File: src/rtl/switch_tx_mac_pkg.sv
// Shared definitions for the switch transmit MAC: FSM encoding, framing bytes and CRC-32 constants.
package switch_tx_mac_pkg;

    typedef enum logic [3:0] {
        StIdle,
        StPtrRd,
        StPtrLat,
        StPre,
        StSfd,
        StData,
        StPad,
        StFcs,
        StIfg
    } state_t;

    localparam logic [7:0]  PREAMBLE_BYTE = 8'h55;
    localparam logic [7:0]  SFD_BYTE      = 8'hD5;
    localparam logic [31:0] CRC_POLY      = 32'h04C11DB7;
    localparam logic [31:0] CRC_INIT      = 32'hFFFFFFFF;

    function automatic logic [31:0] bit_rev32(input logic [31:0] v);
        logic [31:0] r;
        for (int i = 0; i < 32; i++) begin
            r[i] = v[31-i];
        end
        return r;
    endfunction

endpackage

File: src/rtl/crc32_d8.sv
// One byte step of the reflected Ethernet CRC-32; purely combinational.
module crc32_d8
    import switch_tx_mac_pkg::*;
(
    input  logic [7:0]  data,
    input  logic [31:0] crc_in,
    output logic [31:0] crc_out
);

    localparam logic [31:0] POLY_REFL = bit_rev32(CRC_POLY);

    logic [31:0] c;

    // LSB-first shift register form, so data enters without bit reversal
    always_comb begin
        c = crc_in ^ {24'h000000, data};
        for (int i = 0; i < 8; i++) begin
            c = c[0] ? ((c >> 1) ^ POLY_REFL) : (c >> 1);
        end
        crc_out = c;
    end

endmodule

File: src/rtl/switch_tx_mac.sv
// GMII-style transmit MAC: pops a length descriptor, frames the payload with preamble, pad and FCS.
module switch_tx_mac
    import switch_tx_mac_pkg::*;
#(
    parameter int unsigned IFG_BYTES = 12,
    parameter int unsigned MIN_LEN   = 60
) (
    input  logic        clk,
    input  logic        rstn,
    output logic        ptr_fifo_rd,
    input  logic [15:0] ptr_fifo_dout,
    input  logic        ptr_fifo_empty,
    output logic        data_fifo_rd,
    input  logic [7:0]  data_fifo_dout,
    output logic        tx_en,
    output logic [7:0]  tx_d,
    output logic [15:0] tx_frame_cnt,
    output logic        busy
);

    localparam logic [11:0] MIN_LEN_W = 12'(MIN_LEN);
    localparam logic [11:0] IFG_LAST  = 12'(IFG_BYTES - 1);

    state_t      state_q, state_d;
    logic [11:0] cnt_q, cnt_d;
    logic [11:0] len_q, len_d;
    logic [31:0] crc_q, crc_d;
    logic [15:0] frame_cnt_q, frame_cnt_d;
    logic        tx_en_q, tx_en_d;
    logic [7:0]  tx_d_q, tx_d_d;
    logic [7:0]  crc_byte;
    logic [31:0] crc_next;
    logic [31:0] fcs;
    logic [7:0]  fcs_byte;
    logic        last_data;
    state_t      after_frame;
    logic        unused_desc;

    assign unused_desc = ^ptr_fifo_dout[15:12];

    crc32_d8 u_crc (
        .data    (crc_byte),
        .crc_in  (crc_q),
        .crc_out (crc_next)
    );

    assign crc_byte  = (state_q == StPad) ? 8'h00 : data_fifo_dout;
    assign fcs       = ~crc_q;
    assign fcs_byte  = 8'(fcs >> {cnt_q[1:0], 3'b000});
    assign last_data = (cnt_q == len_q - 12'd1);

    // A descriptor already waiting at the end of the gap is fetched without an extra IDLE cycle
    assign after_frame = ptr_fifo_empty ? StIdle : StPtrRd;

    always_comb begin
        state_d      = state_q;
        cnt_d        = cnt_q;
        len_d        = len_q;
        crc_d        = crc_q;
        frame_cnt_d  = frame_cnt_q;
        tx_en_d      = 1'b0;
        tx_d_d       = 8'h00;
        ptr_fifo_rd  = 1'b0;
        data_fifo_rd = 1'b0;
        unique case (state_q)
            StIdle: begin
                if (!ptr_fifo_empty) state_d = StPtrRd;
            end
            StPtrRd: begin
                ptr_fifo_rd = 1'b1;
                state_d     = StPtrLat;
            end
            StPtrLat: begin
                len_d   = ptr_fifo_dout[11:0];
                cnt_d   = 12'd0;
                crc_d   = CRC_INIT;
                state_d = (ptr_fifo_dout[11:0] == 12'd0) ? StIdle : StPre;
            end
            StPre: begin
                tx_en_d = 1'b1;
                tx_d_d  = PREAMBLE_BYTE;
                cnt_d   = cnt_q + 12'd1;
                if (cnt_q == 12'd6) begin
                    cnt_d   = 12'd0;
                    state_d = StSfd;
                end
            end
            StSfd: begin
                tx_en_d      = 1'b1;
                tx_d_d       = SFD_BYTE;
                data_fifo_rd = 1'b1;
                state_d      = StData;
            end
            StData: begin
                tx_en_d = 1'b1;
                tx_d_d  = data_fifo_dout;
                crc_d   = crc_next;
                cnt_d   = cnt_q + 12'd1;
                if (last_data) begin
                    if (len_q < MIN_LEN_W) begin
                        state_d = StPad;
                    end else begin
                        cnt_d   = 12'd0;
                        state_d = StFcs;
                    end
                end else begin
                    data_fifo_rd = 1'b1;
                end
            end
            StPad: begin
                tx_en_d = 1'b1;
                crc_d   = crc_next;
                cnt_d   = cnt_q + 12'd1;
                if (cnt_q == MIN_LEN_W - 12'd1) begin
                    cnt_d   = 12'd0;
                    state_d = StFcs;
                end
            end
            StFcs: begin
                tx_en_d = 1'b1;
                tx_d_d  = fcs_byte;
                cnt_d   = cnt_q + 12'd1;
                if (cnt_q == 12'd3) begin
                    cnt_d       = 12'd0;
                    frame_cnt_d = frame_cnt_q + 16'd1;
                    state_d     = (IFG_BYTES == 0) ? after_frame : StIfg;
                end
            end
            StIfg: begin
                cnt_d = cnt_q + 12'd1;
                if (cnt_q == IFG_LAST) begin
                    cnt_d   = 12'd0;
                    state_d = after_frame;
                end
            end
            default: state_d = StIdle;
        endcase
    end

    always_ff @(posedge clk or negedge rstn) begin
        if (!rstn) begin
            state_q     <= StIdle;
            cnt_q       <= 12'd0;
            len_q       <= 12'd0;
            crc_q       <= 32'd0;
            frame_cnt_q <= 16'd0;
            tx_en_q     <= 1'b0;
            tx_d_q      <= 8'h00;
        end else begin
            state_q     <= state_d;
            cnt_q       <= cnt_d;
            len_q       <= len_d;
            crc_q       <= crc_d;
            frame_cnt_q <= frame_cnt_d;
            tx_en_q     <= tx_en_d;
            tx_d_q      <= tx_d_d;
        end
    end

    assign tx_en        = tx_en_q;
    assign tx_d         = tx_d_q;
    assign tx_frame_cnt = frame_cnt_q;
    assign busy         = (state_q != StIdle);

endmodule

File: config.mk
export PLATFORM = sky130hd
export DESIGN_NAME = switch_tx_mac
export DESIGN_NICKNAME = d
export VERILOG_FILES = /design/src/rtl/switch_tx_mac_pkg.sv /design/src/rtl/crc32_d8.sv /design/src/rtl/switch_tx_mac.sv
export SDC_FILE = /design/constraint.sdc
export NUM_CORES = 1
export LEC_CHECK = 0
export ABC_AREA = 0
export CELL_PAD_IN_SITES_DETAIL_PLACEMENT = 1
export CELL_PAD_IN_SITES_GLOBAL_PLACEMENT = 1
export CORE_UTILIZATION = 40
export DETAILED_ROUTE_END_ITERATION = 10
export PLACE_DENSITY_LB_ADDON = 0.05
export SYNTH_ARGS = -nofsm -noshare
export SYNTH_HDL_FRONTEND = slang
export SYNTH_SLANG_ARGS = --single-unit
File: constraint.sdc
create_clock -name clk -period 8 [get_ports clk]
set_clock_uncertainty 0.1 [all_clocks]
set_input_delay 1.6 -clock clk [delete_from_list [all_inputs] [get_ports clk]]
set_output_delay 1.6 -clock clk [all_outputs]
set_load 0.005 [all_outputs]
# Yosys cells after proc, flatten, opt, wreduce, memory -nomap -nowiden
# Cells that the tools add are included.
[totals]
n_memories = 0
latchBits = 0
ram_bits = 0
romBits = 0
regBits = 85
[classes]
mux = 32
n_shift = 1
n_mul = 0
magnitude_cmp = 1
reduce_logical = 9
bitwise_logic = 10
div = 0
addsub = 3
eq_ne = 19
[ops]
columns = ["operator", "n"]
rows = [
  ["2-to-1 mux 32 bit", 8],
  ["NOT 13 -> 14 bit", 8],
  ["2-to-1 mux 12 bit", 6],
  ["case mux 12 bit (6 select lines)", 1],
  ["case mux 32 bit (2 select lines)", 1],
  ["case mux 4 bit (9 select lines)", 1],
  ["NOT 32 bit", 1],
  ["case mux 8 bit (4 select lines)", 1],
  ["right shift 32 x 5 -> 8 bit", 1],
  ["bitwise XOR 32 x 8 -> 32 bit", 1],
  ["2-to-1 mux 4 bit", 6],
  ["adder 16 x 1 -> 16 bit (second input constant)", 1],
  ["== test 4 x 3 -> 1 bit (second input constant)", 4],
  ["adder 12 x 1 -> 12 bit (second input constant)", 1],
  ["== test 12 bit", 1],
  ["== test 12 x 2 -> 1 bit (second input constant)", 1],
  ["== test 12 x 3 -> 1 bit (second input constant)", 1],
  ["== test 12 x 4 -> 1 bit (second input constant)", 1],
  ["== test 12 x 6 -> 1 bit (second input constant)", 1],
  ["logical NOT 12 bit", 1],
  ["less-than comparator 12 x 6 -> 1 bit (second input constant)", 1],
  ["subtractor 12 x 1 -> 12 bit (second input constant)", 1],
  ["!= test 2 bit (second input constant)", 5],
  ["== test 4 x 2 -> 1 bit (second input constant)", 2],
  ["15 further kinds", 19],
]

# Depth between registers and ports, before layout
# Gate-level depths: netlist of run 1.
[depth]
ltp_word = 20
depth_mapped = 11

# Modules after synthesis
# A second synthesis of run 1 with hierarchy kept.
[hier_totals]
hier_cells = 550
area_unflattened_um2 = 5534.1
[by_module_without_submodules]
columns = ["module", "area_each_um2", "seq_area_each_um2", "n_inst", "cells_per_inst"]
rows = [
  ["switch_tx_mac", 4531.8, 2127.0, 1, 486],
  ["crc32_d8", 1002.2, 0.0, 1, 64],
]

# Worst setup path after synthesis of run 1
# No wires, ideal clock.
[synth_path]
kind = "register -> output"
from = "reg len_q[0]"
to = "out data_fifo_rd"
arrival_ns = 2.440
required_ns = 6.300
path_slack_ns = 3.860
stages_incl_launch_ff = 10
n_path_buf = 1
path_cell_list = "dfrtp_1 -> inv_1 -> ha_1 -> or3b_2 -> clkbuf_1 -> o22ai_1 -> a21oi_1 -> or3b_1 -> and3_4 -> a2111oi_2"
[synth_between]
elab_chain_cells = 4
[synth_rtl]
columns = ["item", "line_no", "text"]
rows = [
  ["from (decl)", "switch_tx_mac.sv:26", "logic [11:0] len_q, len_d;"],
  ["from (signal assigned)", "switch_tx_mac.sv:152", "len_q <= len_d;"],
  ["subtractor 12 x 1 -> 12 bit", "switch_tx_mac.sv:50", "assign last_data = (cnt_q == len_q - 12'd1);"],
  ["== test 12 bit", "switch_tx_mac.sv:50", ""],
  ["2-to-1 mux 1 bit", "switch_tx_mac.sv:99", "if (last_data) begin"],
  ["case mux 1 bit (2 select lines)", "switch_tx_mac.sv:65", "unique case (state_q)"],
  ["to (decl)", "switch_tx_mac.sv:13", "output logic data_fifo_rd,"],
]
# No other way between the ends.

# Worst setup path in the final report of run 1
# Ends and elaborated chain as after synthesis.

==> impl_metrics.py, run 1 <==
metrics = {
    "outcome": {
        "status": "complete, no violations",
    },
    "worst_hold_path": {
        "hp-class": "reg -> reg",
        "min-delay-start": "tx_frame_cnt[15]",
    },
    "power": {
        "seqPwrFrac_pct": 26.3,
        "internal-power_uw": 1778,
        "ir_drop_v": 0.0004178,
        "power_density_mw_per_mm2": 508.0,
        "switchingPower_uw": 1413,
        "clock_power_share_pct": 13.6,
        "switching_share_pct": 44.28,
        "pwr-share-comb_pct": 60.1,
        "p_leak_uw": 0.002473,
    },
    "clock_tree": {
        "post_cts_resized": 0,
        "cts_buffers": 9,
        "clockBufferDepth": 2,
        "clk_pin_slew_ns": 0.06,
        "root_buffer": "clkbuf_16",
        "post_cts_buffers": 0,
        "clk_latency_ns": 0.35,
        "cts.sinks": 85,
        "cts_hold_buf": 0,
        "cts_tree": "done",
        "htree_levels": 3,
    },
    "die": {
        "ios": 55,
        "die_area_mm2": 0.01392,
        "initial_utilization_pct": 40.81,
        "core_area_mm2": 0.01319,
        "die_w_um": 118,
        "rows": 42,
        "fp.dieH_um": 118,
    },
    "sta": {
        "hold_viol_final": 0,
        "fmax_mhz": 189.1,
        "setup_viol": 0,
        "tns_ns": 0,
        "period_share_pct": 66.11,
        "worstMarginPinSlew_ns": 1.050,
        "finalCriticalPeriod_ns": 5.289,
        "rsz0062_at_grt": "false",
        "holdWs_ns": 0.3827,
        "relSlewSlack_pct": 30.01,
        "finalMaxSlewViolations": 0,
    },
    "critical_path": {
        "timing.rr.start": "state_q[1]",
        "worstSetupEndpointType": "output pin",
        "worstSetupStartpointType": "flop",
        "cp_max_fo": 5,
        "required_ns": 6.30,
        "startpoint": "len_q[0]",
        "critPathArrivalTime_ns": 3.59,
        "crit_type": "reg -> out",
    },
    "flow_run": {
        "drv_cap": 0,
    },
    "global_route": {
        "grt_first_pass_wirelength_um": 23140,
        "track_usage_pct": 21.16,
        "antenna_found_initial": 0,
        "overflow": 0,
        "grt_pass1_vias": 4404,
        "grt_max_degree": 65,
    },
    "logic_synthesis": {
        "synth_ff_type": "dfrtp_1",
        "ys_async_sr_fraction_pct": 100.0,
        "synth_top_area_cell": "dfrtp_1",
        "syn_area_per_cell_um2": 9.858,
        "seq_area_frac_synth_pct": 39.52,
        "syn-instance-count": 546,
        "synth.area.top_cells": "dfrtp_1 40%, xnor2_1 8.1%, xor2_1 6.3%, a21oi_1 4.6%, nor3_1 4.5%",
        "synth_edf_count": 0,
        "synth_top_area_share_pct": 39.52,
        "synth_cell_types": 71,
        "syn-num-nets": 577,
        "yosys_register_bits": 85,
        "ys_warn_count": 0,
        "syn_area_mm2": 0.005383,
    },
    "cells_and_area": {
        "layout.nets": 608,
        "n_antenna_cell": 0,
        "syn2layout_area_growth_pct": 16.69,
        "fin_cells": 757,
        "layout-drive-gt1-share_pct": 11.02,
    },
    "routing": {
        "totalWireLength_um": 13840,
        "drtIter0Drc": 276,
        "drcViolationCount": 0,
        "wl_per_cell_um": 18.28,
        "ant_nets": 0,
        "dr.pass1.iters": 4,
        "dr_total_vias": 4173,
        "via_per_inst": 5.513,
    },
    "placed_design": {
        "dp_cells": 742,
        "dp_hpwl_um": 9939,
        "place.port_buffers": 50,
        "place.gp.congestion": 0.7623,
    },
}
[power groups by stage]
stage          clock network [uW]  registers, uW  logic, uW
5_1_grt                       457            872       2120
3_3_place_gp                    0            836       1870
2_1_floorplan                   0            735       1580
3_5_place_dp                    0            850       1920
4_1_cts                       441            841       1940
6_report                      433            839       1920
[through the flow]
stage	utilization, %	instance area [um^2]	setup slack [ns]	total power (uW)
2_1_floorplan	-	5383	3.860	2318
3_5_place_dp	45.34	5981	3.062	2772
6_report	47.62	6281	2.711	3191
3_3_place_gp	45.34	5981	3.115	2709
5_1_grt	47.62	6281	2.555	3445
4_1_cts	47.62	6281	2.677	3222
[cells by family (layout without fill, tap and decap cells)]
| group | count (synthesis) | in the layout | synth area share (%) |
|---|---|---|---|
| buf+inv | 45 | 80 | 3.858 |
| simple gates | 189 | 189 | 18.74 |
| flops | 85 | 85 | 39.52 |
| fa+ha+maj | 4 | 4 | 0.9298 |
| xor+xnor | 100 | 100 | 18.78 |
| compound gates | 103 | 103 | 12.34 |
| mux | 20 | 20 | 5.834 |
[final cells by class]
cell class,count,area [um^2]
inverter,11,41.29
timing repair buffer,54,528.0
sequential,85,2127
fill,1472,6909
tap,176,220.2
clock inverter,3,43.79
clock buffer,12,256.5
multi-input combinational,416,3064
[sequential cells by signal, indices dropped and copies added (netlist names)]
register,count
state_q,4
crc_q,32
tx_d,8
len_q,12
cnt_q,12
tx_frame_cnt,16
tx_en,1
[per-layer routing]
metal	vias up	share of wire (%)	track usage, %
met5	-	0	0
met4	0	2.2	8.253
met3	23	2.0	2.907
met2	67	46	32.65
met1	2081	50	30.00
li1	2002	-	-
[critical path, cell delays in order, from the launching register on]
cell and delay [ns]:
dfrtp_1 0.42, inv_1 0.09, ha_1 0.19, or3b_2 0.55, o22ai_1 0.21, a21oi_1 0.08, or3b_1 0.46, and3_4 0.22
a2111oi_2 0.45, clkdlybuf4s50_1 0.58
[path summary, 6_finish.rpt]
path	to	slack [ns]	depth (start not counted)
setup / recovery	data_fifo_rd	2.71	9
hold / removal	tx_frame_cnt[15]	0.38	1
setup reg to reg	crc_q[24]	4.62	7
hold reg to reg	tx_frame_cnt[15]	0.38	1
max in group asynchronous	len_q[8]	5.63	2
min in group asynchronous	cnt_q[8]	1.09	1
[synthesized netlist by cell type, types with 3 or more instances]
cell type and count:
o22ai_1 4, nor2_1 29, a21o_1 3, nand4_1 10
xor2_2 4, inv_1 10, mux2_2 11, xnor2_1 50
buf_2 7, nand2_1 40, nor2b_1 4, buf_6 3
nor4_1 10, a21oi_1 49, nor3_1 48, or3_1 4
o21ai_0 18, nand3_1 17, and3_1 5, o211ai_1 3
clkbuf_1 20, ha_1 4, xnor3_1 3, a31oi_1 7
dfrtp_1 85, xor2_1 39, mux4_2 8
[cell usage in the layout, fill, tap and decap left out, types with 2 or more instances in the layout]
master            n
dfrtp_1          85
xnor2_1          50
clkdlybuf4s50_1  49
a21oi_1          48
nor3_1           47
nand2_1          40
xor2_1           39
nor2_1           29
o21ai_0          18
nand3_1          17
mux2_2           11
nor4_1           10
inv_1            10
nand4_1          10
clkbuf_16         9
mux4_2            8
a31oi_1           7
and3_1            5
buf_4             5
xor2_2            4
nor2b_1           4
o22ai_1           4
or3_1             4
ha_1              4
xnor3_1           3
a21o_1            3
o211ai_1          3
o2111a_1          2
xor2_4            2
nor3b_1           2
and4_1            2
o21a_1            2
clkbuf_8          2
No activity file was read; power rests on OpenSTA's default activity.
==> run 2: changes to the inputs <==
clock period = 4.8 ns   (was 8 ns; I/O delays follow)
==> run 2 against run 1 <==
Core utilization unchanged. First-iteration DRC count shrank 28%. Global-route usage fell by 0.075 points. Wire length down 1.5%. Worst setup slack worse by 2.5 ns. Count of clock-buffer cells in the layout increased by 1. Hold slack lost 0.015 ns. Via count fell by 0.34%. Clock power increased by 54%. Largest power group unchanged.
==> impl_metrics.py, run 2 (synthesis results as in run 1) <==
metrics = {
    "routing": {
        "dr_total_vias": 4159,
        "drcViolationCount": 0,
        "dr.pass1.iters": 4,
        "ant_nets": 0,
        "totalWireLength_um": 13630,
        "wl_per_cell_um": 17.93,
        "drtIter0Drc": 200,
        "via_per_inst": 5.472,
    },
    "clock_tree": {
        "cts_buffers": 9,
        "cts_hold_buf": 0,
        "clockBufferDepth": 2,
        "clk_pin_slew_ns": 0.06,
        "root_buffer": "clkbuf_16",
        "post_cts_buffers": 0,
        "clk_latency_ns": 0.35,
        "htree_levels": 3,
        "cts_tree": "done",
        "cts.sinks": 85,
    },
    "sta": {
        "finalCriticalPeriod_ns": 4.558,
        "relSlewSlack_pct": 31.89,
        "finalMaxSlewViolations": 0,
        "worstMarginPinSlew_ns": 1.022,
        "period_share_pct": 94.97,
        "fmax_mhz": 219.4,
        "tns_ns": 0,
        "hold_viol_final": 0,
        "rsz0062_at_grt": "false",
        "worst_slack_ns": 0.2415,
        "setup_viol": 0,
    },
    "outcome": {
        "status": "complete, no violations",
    },
    "global_route": {
        "grt_pass1_vias": 4430,
        "grt_max_degree": 56,
        "overflow": 0,
        "track_usage_pct": 21.09,
        "grt_first_pass_wirelength_um": 23180,
        "antenna_found_initial": 0,
    },
    "flow_run": {
        "drv_cap": 0,
    },
    "cells_and_area": {
        "seq_area_mm2": 0.002127,
        "design_area_mm2": 0.006281,
        "fin_cells": 760,
        "largest_reg_flops": 32,
        "top_register": "crc_q",
        "layout-drive-gt1-share_pct": 11.47,
        "multiInputGateArea_mm2": 0.003069,
        "layout_common_cells": "85 x dfrtp_1, 50 x xnor2_1, 49 x clkdlybuf4s50_1, 48 x a21oi_1, 47 x nor3_1",
        "layout.nets": 610,
        "syn2layout_area_growth_pct": 16.69,
        "fillers": 1475,
        "layout_commonest_cell": "dfrtp_1",
        "n_antenna_cell": 0,
    },
    "placed_design": {
        "place.port_buffers": 50,
        "place_area_mm2": 0.005996,
        "dp_hpwl_um": 9963,
        "dp_slack_ns": 0.5183,
        "place.gp.congestion": 0.7513,
        "dp_cells": 744,
    },
    "die": {
        "ios": 55,
        "rows": 42,
        "fp.dieH_um": 118,
        "die_w_um": 118,
        "die_area_mm2": 0.01392,
        "core_area_mm2": 0.01319,
        "initial_utilization_pct": 40.81,
    },
    "power": {
        "fin_total_pwr_uw": 5250,
        "internal-power_uw": 2924,
        "power_density_mw_per_mm2": 835.9,
        "pwr-share-comb_pct": 61.2,
        "ir_drop_v": 0.0005388,
        "seqPwrFrac_pct": 26.2,
        "clock_power_share_pct": 12.7,
        "switching_share_pct": 44.31,
        "p_leak_uw": 0.002468,
        "switchingPower_uw": 2326,
    },
    "critical_path": {
        "worstSetupStartpointType": "flop",
        "worstSetupEndpointType": "output pin",
        "cp_max_fo": 5,
        "required_ns": 3.74,
        "crit_type": "reg -> out",
        "critPathArrivalTime_ns": 3.50,
    },
    "worst_hold_path": {
        "hp-class": "reg -> reg",
    },
}
[run 2: changes by cell type in the layout (fill, tap and decap cells not counted), sizes merged]
cell / delta
bufinv: -1
clkinvlp: +2
clkbuf: +1
buf: +2
inv: -1
[run 2: repair_timing]
| action | 4_1_cts | 5_1_grt |
|---|---|---|
| endpoints found under the setup margin | 0 | 1 |
| hold endpoints to repair | 0 | 0 |
| resized for setup | 0 | 1 |
[run 2: cell type report]
class	instances	area share [%]
Inverter	11	0.6574
Timing Repair Buffer	56	8.645
Tap cell	176	3.506
Sequential cell	85	33.86
Clock buffer	13	4.143
Clock inverter	3	0.3187
Multi-Input combinational cell	416	48.86
[run 2: critical path, stage by stage, from the launching register on]
cell	delay, ns
dfrtp_1	0.43
inv_1	0.10
ha_1	0.21
or3b_2	0.54
o22ai_1	0.19
a21oi_1	0.09
or3b_1	0.46
and3_4	0.22
a2111oi_2	0.34
clkdlybuf4s50_1	0.56
[run 2: power by group through the flow]
stage | combinational, uW | sequential (uW) | clock [uW]
finish | 3210 | 1370 | 665
global route | 3540 | 1430 | 710
CTS | 3250 | 1370 | 688
detailed placement | 3240 | 1390 | 0
global placement | 3150 | 1370 | 0
floorplan | 2640 | 1230 | 0
[run 2: metrics by stage]
step | util, % | hold slack (ns)
final | 47.62 | 0.3676
after global routing | 47.62 | 0.3853
after CTS | 47.58 | 0.3729
after detailed placement | 45.46 | 0.3603
after global placement | 45.46 | 0.3581
after floorplan | - | 0.3647
[run 2: final timing paths]
path | start | end | slack, ns | cells after the start
max | len_q[0] | data_fifo_rd | 0.24 | 9
min | tx_frame_cnt[15] | tx_frame_cnt[15] | 0.37 | 1
max reg2reg | state_q[1] | crc_q[24] | 1.43 | 7
min reg2reg | tx_frame_cnt[15] | tx_frame_cnt[15] | 0.37 | 1
max in group asynchronous | rstn | tx_frame_cnt[13] | 3.17 | 2
min in group asynchronous | rstn | cnt_q[8] | 0.56 | 1
[run 2: metal layers]
metal	track usage (%)	wire length, um
met5	0	0
met1	29.13	6767
met4	8.894	295
met2	33.09	6270
met3	2.955	297
